==> config.mk <==
export PLATFORM = sky130hd
export DESIGN_NAME = serial_subtractor
export DESIGN_NICKNAME = d
export VERILOG_FILES = /design/src/rtl/serial_subtractor.sv
export SDC_FILE = /design/constraint.sdc
export NUM_CORES = 1
export LEC_CHECK = 0
export CAP_MARGIN = 20
export CORE_MARGIN = 3
export CORE_UTILIZATION = 45
export CTS_CLUSTER_SIZE = 12
export DETAILED_ROUTE_END_ITERATION = 10
export GPL_TIMING_DRIVEN = 0
export PLACE_DENSITY = 0.8
export SKIP_LAST_GASP = 1
export SLEW_MARGIN = 10
export SYNTH_ARGS = -nofsm -noshare
export SYNTH_HDL_FRONTEND = slang
export SYNTH_SLANG_ARGS = --single-unit
==> constraint.sdc <==
create_clock -name clk -period 2.2 [get_ports clk]
set_input_delay 0.55 -clock clk [delete_from_list [all_inputs] [get_ports clk]]
set_output_delay 0.55 -clock clk [all_outputs]
set_load 0.05 [all_outputs]
==> src/rtl/serial_subtractor.sv <==
// Bit-serial two's-complement subtractor: DIFF = A - B - BIN, LSB first, one bit per clock.
// Define SERIAL_SUBTRACTOR_OVF_EN to add the signed-overflow output ovf_o.
module serial_subtractor #(
   parameter int WIDTH = 8
) (
   input  logic             clk,
   input  logic             rst_n,
   input  logic             start_i,
   input  logic [WIDTH-1:0] a_i,
   input  logic [WIDTH-1:0] b_i,
   input  logic             bin_i,
   output logic             busy_o,
   output logic             done_o,
   output logic [WIDTH-1:0] diff_o,
   output logic             bout_o
`ifdef SERIAL_SUBTRACTOR_OVF_EN
   ,
   output logic             ovf_o
`endif
);

   localparam int CW = $clog2(WIDTH) + 1;
   localparam logic [CW-1:0] LAST_CNT = CW'(WIDTH - 1);

   typedef enum logic [1:0] {IDLE, SHIFT, DONE} state_t;

   state_t           state_q, state_d;
   logic [WIDTH-1:0] aSr_q, aSr_d;
   logic [WIDTH-1:0] bSr_q, bSr_d;
   logic             borrow_q, borrow_d;
   logic [CW-1:0]    cnt_q, cnt_d;
   logic [WIDTH-1:0] diff_q, diff_d;
   logic             bout_q, bout_d;
`ifdef SERIAL_SUBTRACTOR_OVF_EN
   logic             ovf_q, ovf_d;
`endif

   logic aBit, bBit, bitDiff, brNext;

   // Single full-subtractor cell fed by the operand LSBs and the borrow flop.
   assign aBit    = aSr_q[0];
   assign bBit    = bSr_q[0];
   assign bitDiff = aBit ^ bBit ^ borrow_q;
   assign brNext  = (~aBit & bBit) | (~(aBit ^ bBit) & borrow_q);

   always_ff @(posedge clk or negedge rst_n) begin
      if (!rst_n) begin
         state_q  <= IDLE;
         aSr_q    <= '0;
         bSr_q    <= '0;
         borrow_q <= 1'b0;
         cnt_q    <= '0;
         diff_q   <= '0;
         bout_q   <= 1'b0;
`ifdef SERIAL_SUBTRACTOR_OVF_EN
         ovf_q    <= 1'b0;
`endif
      end else begin
         state_q  <= state_d;
         aSr_q    <= aSr_d;
         bSr_q    <= bSr_d;
         borrow_q <= borrow_d;
         cnt_q    <= cnt_d;
         diff_q   <= diff_d;
         bout_q   <= bout_d;
`ifdef SERIAL_SUBTRACTOR_OVF_EN
         ovf_q    <= ovf_d;
`endif
      end
   end

   always_comb begin
      state_d  = state_q;
      aSr_d    = aSr_q;
      bSr_d    = bSr_q;
      borrow_d = borrow_q;
      cnt_d    = cnt_q;
      diff_d   = diff_q;
      bout_d   = bout_q;
`ifdef SERIAL_SUBTRACTOR_OVF_EN
      ovf_d    = ovf_q;
`endif
      busy_o   = 1'b0;
      done_o   = 1'b0;

      case (state_q)
         IDLE: begin
            if (start_i) begin
               aSr_d    = a_i;
               bSr_d    = b_i;
               borrow_d = bin_i;
               cnt_d    = '0;
               state_d  = SHIFT;
            end
         end
         SHIFT: begin
            busy_o   = 1'b1;
            diff_d   = {bitDiff, diff_q[WIDTH-1:1]};
            aSr_d    = {1'b0, aSr_q[WIDTH-1:1]};
            bSr_d    = {1'b0, bSr_q[WIDTH-1:1]};
            borrow_d = brNext;
            cnt_d    = cnt_q + CW'(1);
            // On the last bit the shift registers hold the captured operand MSBs.
            if (cnt_q == LAST_CNT) begin
               bout_d  = brNext;
`ifdef SERIAL_SUBTRACTOR_OVF_EN
               ovf_d   = (aBit != bBit) && (bitDiff != aBit);
`endif
               state_d = DONE;
            end
         end
         DONE: begin
            done_o  = 1'b1;
            state_d = IDLE;
         end
         default: state_d = IDLE;
      endcase
   end

   assign diff_o = diff_q;
   assign bout_o = bout_q;
`ifdef SERIAL_SUBTRACTOR_OVF_EN
   assign ovf_o  = ovf_q;
`endif

endmodule

==> results.sh, run 1 <==
export IMPL_status="completed"
export IMPL_required_ns=1.65
export IMPL_rows=20
export IMPL_yosys_top_cells_count="nand2_1, dfrtp_1, o21ai_0"
export IMPL_finalWeightedCongestion=0.8261
export IMPL_via_per_inst=5.343
export IMPL_crit_top_cell="buf_2"
export IMPL_track_usage=0.1793
export IMPL_start_util=0.4802
export IMPL_core_mm2=0.003103
export IMPL_fmax_ghz=0.4791
export IMPL_cp_num_buf_inv=3
export IMPL_yosysWarningCount=0
export IMPL_netlist_area_mm2=0.001490
export IMPL_cts_setup_buffers=0
export IMPL_synth_largest_area_cell="dfrtp_1"
export IMPL_hold_buffers=0
export IMPL_clock_sinks=32
export IMPL_drive_above_1_share=0.1111
export IMPL_relSlewSlack=0.5367
export IMPL_htreeDepth=2
export IMPL_yosysTopAreaCellShare=0.5374
export IMPL_fin_cells=233
export IMPL_setup_viol=0
export IMPL_drc=0
export IMPL_dr_pass1_iters=4
export IMPL_drt_iter0_drc=68
export IMPL_worstPathArrival_ns=1.54
export IMPL_cts_root_buf="clkbuf_4"
export IMPL_avgRoutedWirePerCell_um=13.60
export IMPL_setup_tns_ns=0
export IMPL_synth_async_reset_ratio=1.000
export IMPL_rsz0062_at_grt="false"
export IMPL_nFillCells=299
export IMPL_powerDensity_mw_per_mm2=1434
export IMPL_hp_class="primary input to async pin"
export IMPL_synth_most_common_cell="nand2_1"
export IMPL_critPathLaunchType="flop"
export IMPL_yosysUniqueCellTypes=25
export IMPL_dp_slack_ns=-0.1251
export IMPL_slew_violations=0
export IMPL_setup_slack_ns=0.1126
export IMPL_dp_cells=227
export IMPL_clk_pin_slew_worst_paths_ns=0.10
export IMPL_num_vias=1245
export IMPL_synth_seq_area_share=0.5374
export IMPL_synth_cells=153
export IMPL_numCtsBuffers=5
export IMPL_grt_pass1_vias=1339
export IMPL_tightestPinTransition_ns=0.6950
export IMPL_grt_overflow_total=0
export IMPL_worstSkewPairLatency_ns=0.33
export IMPL_grt_pass1_wl_mm=5.595
export IMPL_worstPathCellList="nand2b_2 > inv_2 > buf_2 > buf_2"
export IMPL_cp_slowest_cell="dfrtp_1"
export IMPL_diodes=0
export IMPL_tritoncts="built"
export IMPL_synthTopCellsByArea="dfrtp_1, nand2_1, a22oi_1, o21ai_0, nor2b_1"
export IMPL_final_antenna_net_count=0
export IMPL_nNetsFinal=211
export IMPL_path_max_fanout=10
export IMPL_syn_nets=175
export IMPL_max_cap_violations=0
export IMPL_numPortBuffers=30
export IMPL_die_w_um=63.55
export IMPL_chipHeight_um=63.55
export IMPL_syn_area_per_cell_um2=9.740
export IMPL_fin_total_pwr_w=0.002688
export IMPL_finClkSkew_ns=0.01043
export IMPL_grt_max_degree=33
export IMPL_period_minus_slack_ns=2.087
export IMPL_dieArea_mm2=0.004038
export IMPL_min_period_over_period=0.9488
export IMPL_hold_ws_ns=0.2505
export IMPL_leakage_nw=0.8354
export IMPL_vdd_ir_drop_max_v=0.0004862
export IMPL_hpwl_mm=2.354
export IMPL_pin_count=31
export IMPL_antenna_found_initial=0
export IMPL_synth_seq_cells=32
export IMPL_area_delta_synth_final_pct=25.78
export IMPL_clock_path_buffers=2
export IMPL_path_class="flop to primary output"
export IMPL_hold_viol=0
export IMPL_slowest_delay_ns=0.42
export IMPL_endpoint_kind="primary output"
export IMPL_wl_mm=3.168
export IMPL_synth_edf_count=0
export IMPL_synth_flop_cell="dfrtp_1"
export IMPL_path_delay_family="buffers and inverters"
-- area by class of cell --
cell class / count / area (µm²) / share of cell area
sequential: 32 / 800.8 / 0.4272
multi-input combinational: 108 / 625.6 / 0.3338
timing repair buffer: 30 / 287.8 / 0.1535
tap: 44 / 55.05 / 0.02937
buffer: 8 / 43.79 / 0.02336
clock buffer: 6 / 41.29 / 0.02203
inverter: 4 / 15.01 / 0.008011
clock inverter: 1 / 5.005 / 0.002670
-- metal layers --
layer  track usage  share of wire  up-vias
met5             0              0        -
met4        0.1132          0.015        0
met3       0.04100          0.044        6
met2        0.3038           0.50       29
met1        0.2018           0.44      610
li1              -              -      600
-- kinds of logic (layout without fill, tap and decap cells) --
logic type,Yosys count,count (layout),synth area share
AND/OR/NAND/NOR,53,53,0.1696
AO/OA/AOI/OAI,51,51,0.2141
flip-flops,32,32,0.5374
buffers and inverters,13,49,0.04281
adder cells (fa/ha/maj),2,2,0.02183
multiplexers,2,2,0.01427
-- worst paths after layout --
kind	start	to	slack, ns	depth (start not counted)
hold reg to reg	diff_o[0]$_DFFE_PN0P_	diff_o[0]$_DFFE_PN0P_	0.50	2
min in group clk	diff_o[0]$_DFFE_PN0P_	diff_o[0]$_DFFE_PN0P_	0.50	2
hold / removal	rst_n	cnt_q[1]$_DFFE_PN0P_	0.25	1
setup reg to reg	state_q[1]$_DFFE_PN0P_	cnt_q[2]$_DFFE_PN0P_	0.86	3
max in group asynchronous	rst_n	bSr_q[6]$_DFFE_PN0P_	1.49	1
setup / recovery	state_q[1]$_DFFE_PN0P_	busy_o	0.11	4
-- sequential cells by signal, indices dropped and copies added (netlist names) --
signal	count
bout_o	1
borrow_q	1
state_q	2
diff_o	8
cnt_q	4
bSr_q	8
aSr_q	8
-- power breakdown --
part,internal (W),leakage [nW],switching [W]
clock,0.000118,0.0281,0.000193
sequential,0.000838,0.411,0.000193
combinational,0.000513,0.396,0.000833
total,0.00147,0.835,0.00122
-- per-stage QoR --
step | util | instance area, µm²
3_3_place_gp | 0.5948 | 1846
5_1_grt | 0.6040 | 1874
3_5_place_dp | 0.5931 | 1841
6_report | 0.6040 | 1874
2_1_floorplan | - | 1490
4_1_cts | 0.6048 | 1877
-- repair_timing --
| item | CTS | global route |
|---|---|---|
| hold endpoints to repair | 0 | 0 |
| gates resized for setup | 10 | 1 |
| endpoints found under the setup margin | 2 | 1 |
| cloned | 0 | 0 |
-- worst reg2reg max path: stages (launching register included) --
cell and delay [ns]:
dfrtp_1 0.42, buf_2 0.24, o21bai_2 0.31, a22o_1 0.26
-- layout by cell type, fill, tap and decap left out, types with 2 or more instances in the layout --
master | synthesis | layout
nor2b_1 | 10 | 10
clkbuf_4 | 0 | 6
buf_4 | 2 | 2
nand2_1 | 33 | 33
dfrtp_1 | 32 | 32
buf_2 | 6 | 7
clkbuf_1 | 1 | 2
nor2_1 | 2 | 2
a21oi_1 | 12 | 12
a22o_1 | 2 | 2
o21ai_1 | 2 | 2
and2b_1 | 4 | 4
clkdlybuf4s50_1 | 0 | 27
o21ai_0 | 16 | 16
inv_1 | 3 | 3
a22oi_1 | 14 | 14
a2bb2oi_1 | 3 | 3
nand3_1 | 2 | 2
Note: power is estimated with default switching activity, not from simulation.
==> run 2: changes to the inputs <==
--- a/config.mk
+++ b/config.mk
@@ -5,6 +5,7 @@
 export SDC_FILE = /design/constraint.sdc
 export NUM_CORES = 1
 export LEC_CHECK = 0
+export ABC_AREA = 1
 export CAP_MARGIN = 20
 export CORE_MARGIN = 3
 export CORE_UTILIZATION = 45
==> run 2 against run 1 <==
Compared with the run above: utilization is 2.9 points higher; highest routed layer unchanged; setup slack worse by 0.0016 ns; die area fell by 4.2%; flip-flop and latch count unchanged; cell count up 2.6%; largest cell class unchanged; wire length down 2.3%; critical path depth is 3 lower.
==> results.sh, run 2 <==
export IMPL_final_common_cell="nand2_1"
export IMPL_clock_path_buffers=2
export IMPL_fmax_ghz=0.4787
export IMPL_start_util=0.4941
export IMPL_die_w_um=62.20
export IMPL_synth_seq_area_share=0.5634
export IMPL_min_period_over_period=0.9496
export IMPL_path_class="flop to primary output"
export IMPL_period_minus_slack_ns=2.089
export IMPL_hold_viol=0
export IMPL_grt_max_degree=33
export IMPL_nFillCells=245
export IMPL_num_vias=1197
export IMPL_worstSkewPairLatency_ns=0.33
export IMPL_drt_iter0_drc=79
export IMPL_synth_edf_count=0
export IMPL_synthTopCellsByArea="dfrtp_1, nand3_1, nand2_1, o21ai_0, inv_1"
export IMPL_final_cell_area_mm2=0.001822
export IMPL_hold_buffers=0
export IMPL_grt_overflow_total=0
export IMPL_critPathLaunchType="flop"
export IMPL_netlist_area_mm2=0.001421
export IMPL_htreeDepth=2
export IMPL_status="completed"
export IMPL_placed_area_mm2=0.001769
export IMPL_rrSetupSlack_ns=1.04
export IMPL_mostFrequentLayoutCells="nand2_1, nand3_1, dfrtp_1"
export IMPL_max_cap_violations=0
export IMPL_yosysUniqueCellTypes=19
export IMPL_synth_async_reset_ratio=1.000
export IMPL_synth_seq_cells=32
export IMPL_numCtsBuffers=5
export IMPL_core_mm2=0.002877
export IMPL_finClkSkew_ns=0.007926
export IMPL_rows=19
export IMPL_yosys_top_cells_count="nand2_1, nand3_1, dfrtp_1"
export IMPL_final_antenna_net_count=0
export IMPL_worstPathCellList="clkdlybuf4s50_1"
export IMPL_avgRoutedWirePerCell_um=12.95
export IMPL_endpoint_kind="primary output"
export IMPL_setup_viol=0
export IMPL_clock_sinks=32
export IMPL_path_delay_family="buffers and inverters"
export IMPL_cts_root_buf="clkbuf_4"
export IMPL_via_per_inst=5.008
export IMPL_antenna_found_initial=0
export IMPL_cp_slowest_cell="clkdlybuf4s50_1"
export IMPL_syn_nets=181
export IMPL_hp_class="primary input to async pin"
export IMPL_leakage_nw=0.8690
export IMPL_tightestPinTransition_ns=0.6974
export IMPL_cts_setup_buffers=0
export IMPL_wl_mm=3.095
export IMPL_powerDensity_mw_per_mm2=1428
export IMPL_cts_resized=2
export IMPL_finalWeightedCongestion=0.7781
export IMPL_slew_violations=0
export IMPL_synth_most_common_cell="nand2_1"
export IMPL_diodes=0
export IMPL_slowest_delay_ns=0.82
export IMPL_nNetsFinal=218
export IMPL_reg2reg_depth=4
export IMPL_hpwl_mm=2.270
export IMPL_worstPathArrival_ns=1.54
export IMPL_dr_pass1_iters=4
export IMPL_area_delta_synth_final_pct=28.17
export IMPL_synth_flop_cell="dfrtp_1"
export IMPL_yosysTopAreaCellShare=0.5634
export IMPL_numPortBuffers=30
export IMPL_tritoncts="built"
export IMPL_synth_cells=159
export IMPL_pin_count=31
export IMPL_dieArea_mm2=0.003869
export IMPL_cp_num_buf_inv=1
export IMPL_grt_pass1_wl_mm=5.326
export IMPL_grt_pass1_vias=1190
export IMPL_path_max_fanout=3
export IMPL_drive_above_1_share=0.1066
export IMPL_fin_total_pwr_w=0.002601
export IMPL_yosysWarningCount=0
export IMPL_r2r_start="cnt_q[0]$_DFFE_PN0P_"
export IMPL_required_ns=1.65
export IMPL_timing_rr_end="bout_o$_DFFE_PN0P_"
export IMPL_track_usage=0.1716
export IMPL_syn_area_per_cell_um2=8.939
export IMPL_relSlewSlack=0.5351
export IMPL_drc=0
export IMPL_chipHeight_um=62.20
export IMPL_clk_pin_slew_worst_paths_ns=0.10
export IMPL_synth_largest_area_cell="dfrtp_1"
export IMPL_rsz0062_at_grt="false"
export IMPL_vdd_ir_drop_max_v=0.0007207
==> run 2: kinds of logic after synthesis <==
| family | synth area share |
|---|---|
| AOI/OAI and AO/OA | 0.04225 |
| xor gates and xnor gates | 0.006163 |
| adders and majority gates | 0.02289 |
| buffers and inverters | 0.06866 |
| DFF | 0.5634 |
| and+or+nand+nor | 0.2967 |
==> run 2: stage by stage <==
step           TNS (ns)  hold slack (ns)  utilization  worst slack (ns)  cells
3_5_place_dp          0           0.4813       0.6151           0.02708    231
6_report              0           0.2464       0.6333            0.1110    239
3_3_place_gp          0           0.4708       0.6168           0.03225    231
5_1_grt               0           0.2979       0.6333           0.08691    239
4_1_cts        -0.06807           0.2870       0.6346          -0.06807    239
2_1_floorplan         0           0.2544            -            0.5341    159
==> run 2: layer usage <==
layer / track usage / routed length (µm) / vias to the layer above / part of all wire
li1: - / - / 592 / -
met1: 0.2047 / 1291 / 564 / 0.42
met2: 0.2944 / 1592 / 32 / 0.51
met3: 0.04505 / 137 / 9 / 0.044
met4: 0.06906 / 74 / 0 / 0.024
met5: 0 / 0 / - / 0
==> run 2: worst max path at each step <==
stage	from	end	slack, ns	cells past startpoint
floorplan	state_q[0]$_DFFE_PN0P_	done_o	0.53	1
global placement	rst_n	aSr_q[7]$_DFFE_PN0P_	0.03	1
detailed placement	state_q[0]$_DFFE_PN0P_	busy_o	0.03	4
CTS	state_q[0]$_DFFE_PN0P_	busy_o	-0.07	4
global route	diff_o[6]$_DFFE_PN0P_	diff_o[6]	0.09	1
finish	diff_o[6]$_DFFE_PN0P_	diff_o[6]	0.11	1
==> run 2: worst register-to-register path, stage by stage, from the launching register on <==
cell	delay (ns)
dfrtp_1	0.44
ha_1	0.23
nand3_1	0.15
o21ai_0	0.18
nand2_1	0.06
==> run 2: layout make-up <==
type	instances	area (µm²)	share of cell area
clock buffers	8	58.81	0.03228
repair buffers	30	289.0	0.1587
multi-input cells	109	523.0	0.2871
inverters	10	42.54	0.02335
plain buffers	8	55.05	0.03022
well taps	42	52.55	0.02885
flip-flops and latches	32	800.8	0.4396
==> run 2: power by group <==
group / internal [W] / leakage, nW / switching, W
combinational: 0.000446 / 0.428 / 0.000808
clock: 0.000158 / 0.0326 / 0.000189
sequential: 0.000831 / 0.408 / 0.000169
